--- src/rtl/tqvp_vga_timing_gen.sv ---
// Parametrised video timing generator: pixel/line counters, registered sync and
// visible decode, line/frame strobes, frame counter and sticky scanline interrupt.
module tqvp_vga_timing_gen #(
  parameter int H_VISIBLE = 640,
  parameter int H_FRONT   = 16,
  parameter int H_SYNC    = 96,
  parameter int H_BACK    = 48,
  parameter int V_VISIBLE = 480,
  parameter int V_FRONT   = 10,
  parameter int V_SYNC    = 2,
  parameter int V_BACK    = 33,
  parameter int CNT_W     = 11,
  parameter int FRAME_W   = 16
) (
  input  logic               clk,
  input  logic               rst_n,
  input  logic               enable,
  input  logic               hsync_pol,
  input  logic               vsync_pol,
  input  logic [CNT_W-1:0]   irq_line,
  input  logic               irq_clear,
  output logic               hsync,
  output logic               vsync,
  output logic               visible,
  output logic [CNT_W-1:0]   pix_x,
  output logic [CNT_W-1:0]   pix_y,
  output logic               line_start,
  output logic               frame_start,
  output logic [FRAME_W-1:0] frame_count,
  output logic               irq
);

  localparam int H_TOTAL = H_VISIBLE + H_FRONT + H_SYNC + H_BACK;
  localparam int V_TOTAL = V_VISIBLE + V_FRONT + V_SYNC + V_BACK;

  localparam logic [CNT_W-1:0] H_LAST   = CNT_W'(H_TOTAL - 1);
  localparam logic [CNT_W-1:0] V_LAST   = CNT_W'(V_TOTAL - 1);
  localparam logic [CNT_W-1:0] H_VIS    = CNT_W'(H_VISIBLE);
  localparam logic [CNT_W-1:0] V_VIS    = CNT_W'(V_VISIBLE);
  localparam logic [CNT_W-1:0] HS_FIRST = CNT_W'(H_VISIBLE + H_FRONT);
  localparam logic [CNT_W-1:0] HS_LAST  = CNT_W'(H_VISIBLE + H_FRONT + H_SYNC - 1);
  localparam logic [CNT_W-1:0] VS_FIRST = CNT_W'(V_VISIBLE + V_FRONT);
  localparam logic [CNT_W-1:0] VS_LAST  = CNT_W'(V_VISIBLE + V_FRONT + V_SYNC - 1);

  // r_run remembers whether the previous edge was enabled, so the first enabled
  // edge presents the origin instead of advancing past it.
  logic               r_run;
  logic [CNT_W-1:0]   r_pix_x;
  logic [CNT_W-1:0]   r_pix_y;
  logic               r_hsync;
  logic               r_vsync;
  logic               r_visible;
  logic               r_line_start;
  logic               r_frame_start;
  logic [FRAME_W-1:0] r_frame_count;
  logic               r_irq;

  logic [CNT_W-1:0]   w_nx;
  logic [CNT_W-1:0]   w_ny;
  logic               w_h_act;
  logic               w_v_act;
  logic               w_vis;
  logic               w_line_start;
  logic               w_frame_start;
  logic               w_irq_set;

  // Decode is done on the next counter values so every registered output
  // describes the coordinate presented alongside it.
  always_comb begin
    // NOTE: every always_comb output gets a default first so no latch is inferred.
    w_nx = '0;
    w_ny = '0;
    if (enable && r_run) begin
      if (r_pix_x == H_LAST) begin
        w_ny = (r_pix_y == V_LAST) ? '0 : r_pix_y + 1'b1;
      end else begin
        w_nx = r_pix_x + 1'b1;
        w_ny = r_pix_y;
      end
    end
  end

  assign w_h_act       = enable && (w_nx >= HS_FIRST) && (w_nx <= HS_LAST);
  assign w_v_act       = enable && (w_ny >= VS_FIRST) && (w_ny <= VS_LAST);
  assign w_vis         = enable && (w_nx < H_VIS) && (w_ny < V_VIS);
  assign w_line_start  = enable && (w_nx == '0);
  assign w_frame_start = w_line_start && (w_ny == '0);
  assign w_irq_set     = r_line_start && (r_pix_y == irq_line);

  // NOTE: sequential state uses non-blocking assignments and an asynchronous,
  // active-low reset that clears every register without a clock.
  always_ff @(posedge clk or negedge rst_n) begin
    if (!rst_n) begin
      r_run         <= 1'b0;
      r_pix_x       <= '0;
      r_pix_y       <= '0;
      r_hsync       <= 1'b0;
      r_vsync       <= 1'b0;
      r_visible     <= 1'b0;
      r_line_start  <= 1'b0;
      r_frame_start <= 1'b0;
      r_frame_count <= '0;
      r_irq         <= 1'b0;
    end else begin
      r_run         <= enable;
      r_pix_x       <= w_nx;
      r_pix_y       <= w_ny;
      r_hsync       <= (w_h_act == hsync_pol);
      r_vsync       <= (w_v_act == vsync_pol);
      r_visible     <= w_vis;
      r_line_start  <= w_line_start;
      r_frame_start <= w_frame_start;
      if (w_frame_start) begin
        r_frame_count <= r_frame_count + 1'b1;
      end
      // Set has priority over a coincident clear.
      if (w_irq_set) begin
        r_irq <= 1'b1;
      end else if (irq_clear) begin
        r_irq <= 1'b0;
      end
    end
  end

  assign hsync       = r_hsync;
  assign vsync       = r_vsync;
  assign visible     = r_visible;
  assign pix_x       = r_pix_x;
  assign pix_y       = r_pix_y;
  assign line_start  = r_line_start;
  assign frame_start = r_frame_start;
  assign frame_count = r_frame_count;
  assign irq         = r_irq;

endmodule

--- config.mk ---
export PLATFORM = sky130hd
export DESIGN_NAME = tqvp_vga_timing_gen
export DESIGN_NICKNAME = d
export VERILOG_FILES = /design/src/rtl/tqvp_vga_timing_gen.sv
export SDC_FILE = /design/constraint.sdc
export NUM_CORES = 1
export LEC_CHECK = 0
export ABC_AREA = 1
export BUFFER_PORTS_ARGS = -buffer_cell sky130_fd_sc_hd__buf_2
export CORE_MARGIN = 10
export CORE_UTILIZATION = 45
export DETAILED_ROUTE_END_ITERATION = 8
export PLACE_DENSITY = 0.69
export SKIP_LAST_GASP = 1
export SLEW_MARGIN = 10
export SYNTH_ARGS = -nofsm -noshare
export SYNTH_HDL_FRONTEND = slang
export SYNTH_SLANG_ARGS = --single-unit
--- constraint.sdc ---
create_clock -name clk -period 1.92 [get_ports clk]
set_input_delay 0 -clock clk [delete_from_list [all_inputs] [get_ports clk]]
set_output_delay 0 -clock clk [all_outputs]
set_load 0.01 [all_outputs]
== Yosys cells after proc, flatten, opt, wreduce, memory -nomap -nowiden ==
Cells that the tools add are included.
Word-level totals
  output and inout bits: 44
  input port bits: 17
  word-level logic and storage cells: 44
  flip-flop bits (word level): 45
Operators by class
  eq/ne operators: 5
  mux-type cells: 7
  order comparisons: 6
  reduce and logical (&&, ||, !) cells: 13
  add/subtract/negate cells: 3
Operators by type and width (count)
  $mux W11: 5
  $add A11 B1 Y11 const B: 2
  $eq A11 B10 Y1 const B: 2
  $logic_not A11 Y1: 2
  $add A16 B1 Y16 const B: 1
  $eq A11 B11 Y1: 1
  $ge A11 B10 Y1 const B: 1
  $ge A11 B9 Y1 const B: 1
  $le A11 B10 Y1 const B: 1
  $le A11 B9 Y1 const B: 1
  $lt A11 B10 Y1 const B: 1
  $lt A11 B9 Y1 const B: 1
  $logic_and A1 B1 Y1: 10
  $eq A1 B1 Y1: 2
  $mux W1: 2
  $reduce_bool A2 Y1: 1

== Depth between registers and ports, before layout ==
  depth after elaboration: 8
  mapped depth: 16
  depth with buffers taken out: 15

== Worst setup path after synthesis ==
No wires, ideal clock.
  kind: reg2reg
  start: register r_pix_x[0] (netlist: pix_x[0])
  end: register r_frame_count[10] (netlist: frame_count[10])
  path slack: -0.299 ns
  path buffers: 2
  required time: 1.803 ns
  arrival time: 2.102 ns
  setup time: 0.117 ns
  stages on the path, launching flop included: 15
  clock period less this slack: 2.219 ns
  cells stage by stage: dfrtp_1 -> ha_1 -> nand2_2 -> nor2_4 -> nand3_2 -> buf_6 -> nor2_4 -> nand3_1 -> nand3_1 -> nand3_1 -> nor2_4 -> nand2_4 -> buf_6 -> nand2_1 -> nand2_1
Between the ends
  longest elaborated chain between the ends: 6
  elaborated cells between the ends (all ways): 10
  classes of those cells: add/sub: 1; eq/ne: 1; mux: 4; reduce/logical: 4
RTL lines
  start: declaration: line 48  | logic [CNT_W-1:0] r_pix_x;
  start signal: assignment: line 106  | r_pix_x <= w_nx;
  $add A11 B1 Y11 / $eq A11 B10 Y1 (equally long branches): line 77, 74
  $mux W11: line 74  | if (r_pix_x == H_LAST) begin
  $mux W11: line 73  | if (enable && r_run) begin
  $logic_not A11 Y1: line 86  | assign w_line_start = enable && (w_nx == '0);
  $logic_and A1 B1 Y1: line 86
  $logic_and A1 B1 Y1 *: line 87  | assign w_frame_start = w_line_start && (w_ny == '0);
  end signal: assignment: line 114  | r_frame_count <= r_frame_count + 1'b1;
  end: declaration: line 55  | logic [FRAME_W-1:0] r_frame_count;
Mark *: on every way between the ends. The rest lies on a longest branch, timed or not.
A chain may end at the register's enable or synchronous reset.

== Final worst setup path ==
  start: register r_pix_x[1] (netlist: pix_x[1])
  end: register r_frame_count[0] (netlist: frame_count[0])
The elaborated chain is that of the path after synthesis.

==> flow_metrics.tcl <==
set metrics [dict create \
    critPathArrivalTime_ns 2.41 \
    cts_tree "built" \
    drive_above_1_share_pct 41.7 \
    ys_warn_count 0 \
    violations "setup timing" \
    syn_nets 446 \
    nNetsFinal 603 \
    via_per_inst 5.15 \
    dr.first_iter.drc_count 228 \
    slew_headroom_pct 54.1 \
    ant_nets 0 \
    cts_sinks 45 \
    avgSynthCellArea_um2 7.03 \
    maxCapViolations 0 \
    stdcell_area_um2 4640 \
    synth_flop_cell "dfrtp_1" \
    grtUsageTotal_pct 17.8 \
    synth_seq_cells 45 \
    grt_pass1_vias 3321 \
    io_buffers 60 \
    io-pin-count 61 \
    final_cell_mix "114 x nand2_1, 76 x buf_4, 61 x inv_1, 60 x buf_2, 41 x dfrtp_1" \
    power.total_mw 2.14 \
    max_freq_mhz 463 \
    synth_cell_type_count 28 \
    cts_root_buf "clkbuf_8" \
    syn_to_final_growth_pct 55.1 \
    die_w_um 102 \
    layout_setup_ws_ns -0.242 \
    synth_edf_count 0 \
    fin_setup_tns_ns -4.09 \
    finalSetupViolations 21 \
    routabilityCongestion 0.906 \
    grt_overflow_total 0 \
    run_status "complete, but fails checks" \
    clkLatencyLatePin_ns 0.30 \
    power_density_nw_per_um2 462 \
    synth.yosys.seq_area_share_pct 37.7 \
    rsz0062_at_grt "yes" \
    num_antenna_cells 0 \
    row_count 29 \
    h-tree-depth 2 \
    dieArea_um2 10300 \
    drt-pass1-iter-count 7 \
    crit_path_end_kind "flop" \
    min_period_over_period_pct 113 \
    synth_area_um2 2990 \
    holdWs_ns 0.113 \
    drc 0 \
    clockBufferDepth 2 \
    hold_violations 0 \
    start_util_pct 46.8 \
    fillCellCount 439 \
    async_flop_share_pct 100 \
    final_common_cell "nand2_1" \
    fp.dieH_um 102 \
    via_count 3397 \
    grt_pass1_wl_mm 15.2 \
    required_ns 2.17 \
    clk_pin_slew_ns 0.09 \
    crit_fanout 7 \
    dpl.hpwl_mm 6.62 \
    place_ws_ns -0.209 \
    coreArea_um2 6390 \
    worst_hold_path_type "in2reg" \
    startpoint_type "flop" \
    tightest_slew_ns 0.688 \
    crit_type "reg2reg" \
    peakVddDrop_mv 0.532 \
    power_leakage_nw 2.65 \
    wl_per_cell_um 15.0 \
    wl_mm 9.91 \
    slew_violations 0 \
    grt_max_degree 29 \
    antenna_found_initial 0 \
    syn_inst 425 \
    cts_made_buffers 5 \
    fin_skew_ns 0.00545 \
    place_area_um2 3900 \
    fin_crit_ns 2.16 \
]
-- flip-flops by register name (all words and copies together) (netlist names) --
| name | cells |
|---|---|
| irq | 1 |
| pix_y | 11 |
| visible | 1 |
| frame_count | 16 |
| line_start | 1 |
| vsync | 1 |
| frame_start | 1 |
| r_run | 1 |
| hsync | 1 |
| pix_x | 11 |
-- report_power, final --
part / leakage (nW) / switching (mW) / total [mW] / internal [mW]
clock network: 0.0554 / 0.348 / 0.739 / 0.391
logic: 1.99 / 0.193 / 0.347 / 0.154
registers: 0.603 / 0.0588 / 1.05 / 0.995
-- per-layer routing --
layer / track usage [%] / routed length (µm) / share of wire [%] / up-vias
li1: - / - / - / 1652
met1: 21.6 / 4160 / 42 / 1604
met2: 29.4 / 4850 / 49 / 119
met3: 5.17 / 723 / 7.3 / 22
met4: 5.79 / 177 / 1.8 / 0
met5: 0 / 0 / 0 / -
-- kinds of logic (layout without fill, tap and decap cells) --
logic type      after synthesis  count (layout)  synth area share (%)
simple gates                266             268                  40.9
buf+inv                      73             229                  10.2
flops                        45              45                  37.7
xor+xnor                     26              26                  7.62
compound gates               11              11                  1.93
fa+ha+maj                     4               4                  1.67
-- final timing paths --
kind / from / to / slack (ns) / cells after the start
setup / recovery: pix_x[1]$_DFF_PN0_ / frame_count[0]$_DFFE_PN0P_ / -0.24 / 16
setup reg to reg: pix_x[1]$_DFF_PN0_ / frame_count[0]$_DFFE_PN0P_ / -0.24 / 16
max in group asynchronous: rst_n / frame_count[6]$_DFFE_PN0P_ / 1.04 / 3
min in group asynchronous: rst_n / pix_y[0]$_DFF_PN0_ / 0.27 / 2
hold / removal: irq_line[5] / irq$_DFFE_PN0P_ / 0.11 / 6
hold reg to reg: line_start$_DFF_PN0_ / irq$_DFFE_PN0P_ / 0.52 / 2
-- worst max-delay path, stage by stage, from the launching register on --
cell and delay, ns:
dfrtp_2 0.40, ha_4 0.16, nand2_4 0.07, clkinv_4 0.08, nand2_8 0.07, nor2_8 0.19, buf_12 0.15, nand2_4 0.05
nand3_2 0.06, nand2_1 0.09, nor2_2 0.13, nand2_2 0.09, nor2_4 0.13, buf_12 0.16, buf_8 0.13, nand3_1 0.07
nand2_1 0.06
-- stage by stage --
stage | utilization (%) | cells
detailed placement | 61.1 | 626
finish | 72.6 | 660
global placement | 61.1 | 626
global route | 72.6 | 660
CTS | 67.8 | 655
floorplan | - | 425
-- repair_timing --
action / in CTS / in global routing
gates cloned: 3 / 0
buffers inserted: 13 / 5
hold buffers: 5 / 0
pin swaps: 16 / 38
setup endpoints to repair: 19 / 21
resized for setup: 33 / 65
endpoints found under the hold margin: 30 / 0
-- Yosys cell counts (2+ instances only) --
library cell | number | area (µm²)
nor2_1 | 37 | 139
nor3_1 | 9 | 45.0
inv_1 | 66 | 248
a21oi_1 | 3 | 15.0
dfrtp_1 | 45 | 1130
nand3_1 | 57 | 285
nor2_2 | 2 | 12.5
nand3_2 | 2 | 20.0
xor2_1 | 16 | 140
nor2_4 | 4 | 45.0
nand4_1 | 12 | 75.1
nand2_2 | 2 | 12.5
xnor2_1 | 10 | 87.6
nand2_4 | 2 | 22.5
ha_1 | 4 | 50.1
buf_4 | 2 | 15.0
buf_6 | 3 | 33.8
o21ai_0 | 6 | 30.0
nand2_1 | 134 | 503
-- layout make-up --
| type | count | area (µm²) | area share [%] |
|---|---|---|---|
| well taps | 77 | 96.3 | 2.08 |
| inverters | 67 | 256 | 5.53 |
| clock inverters | 2 | 38.8 | 0.837 |
| clock buffers | 6 | 72.6 | 1.57 |
| flip-flops and latches | 45 | 1130 | 24.4 |
| multi-input cells | 309 | 1930 | 41.7 |
| repair buffers | 154 | 1110 | 23.9 |
Note: power is estimated with default switching activity, not from simulation.
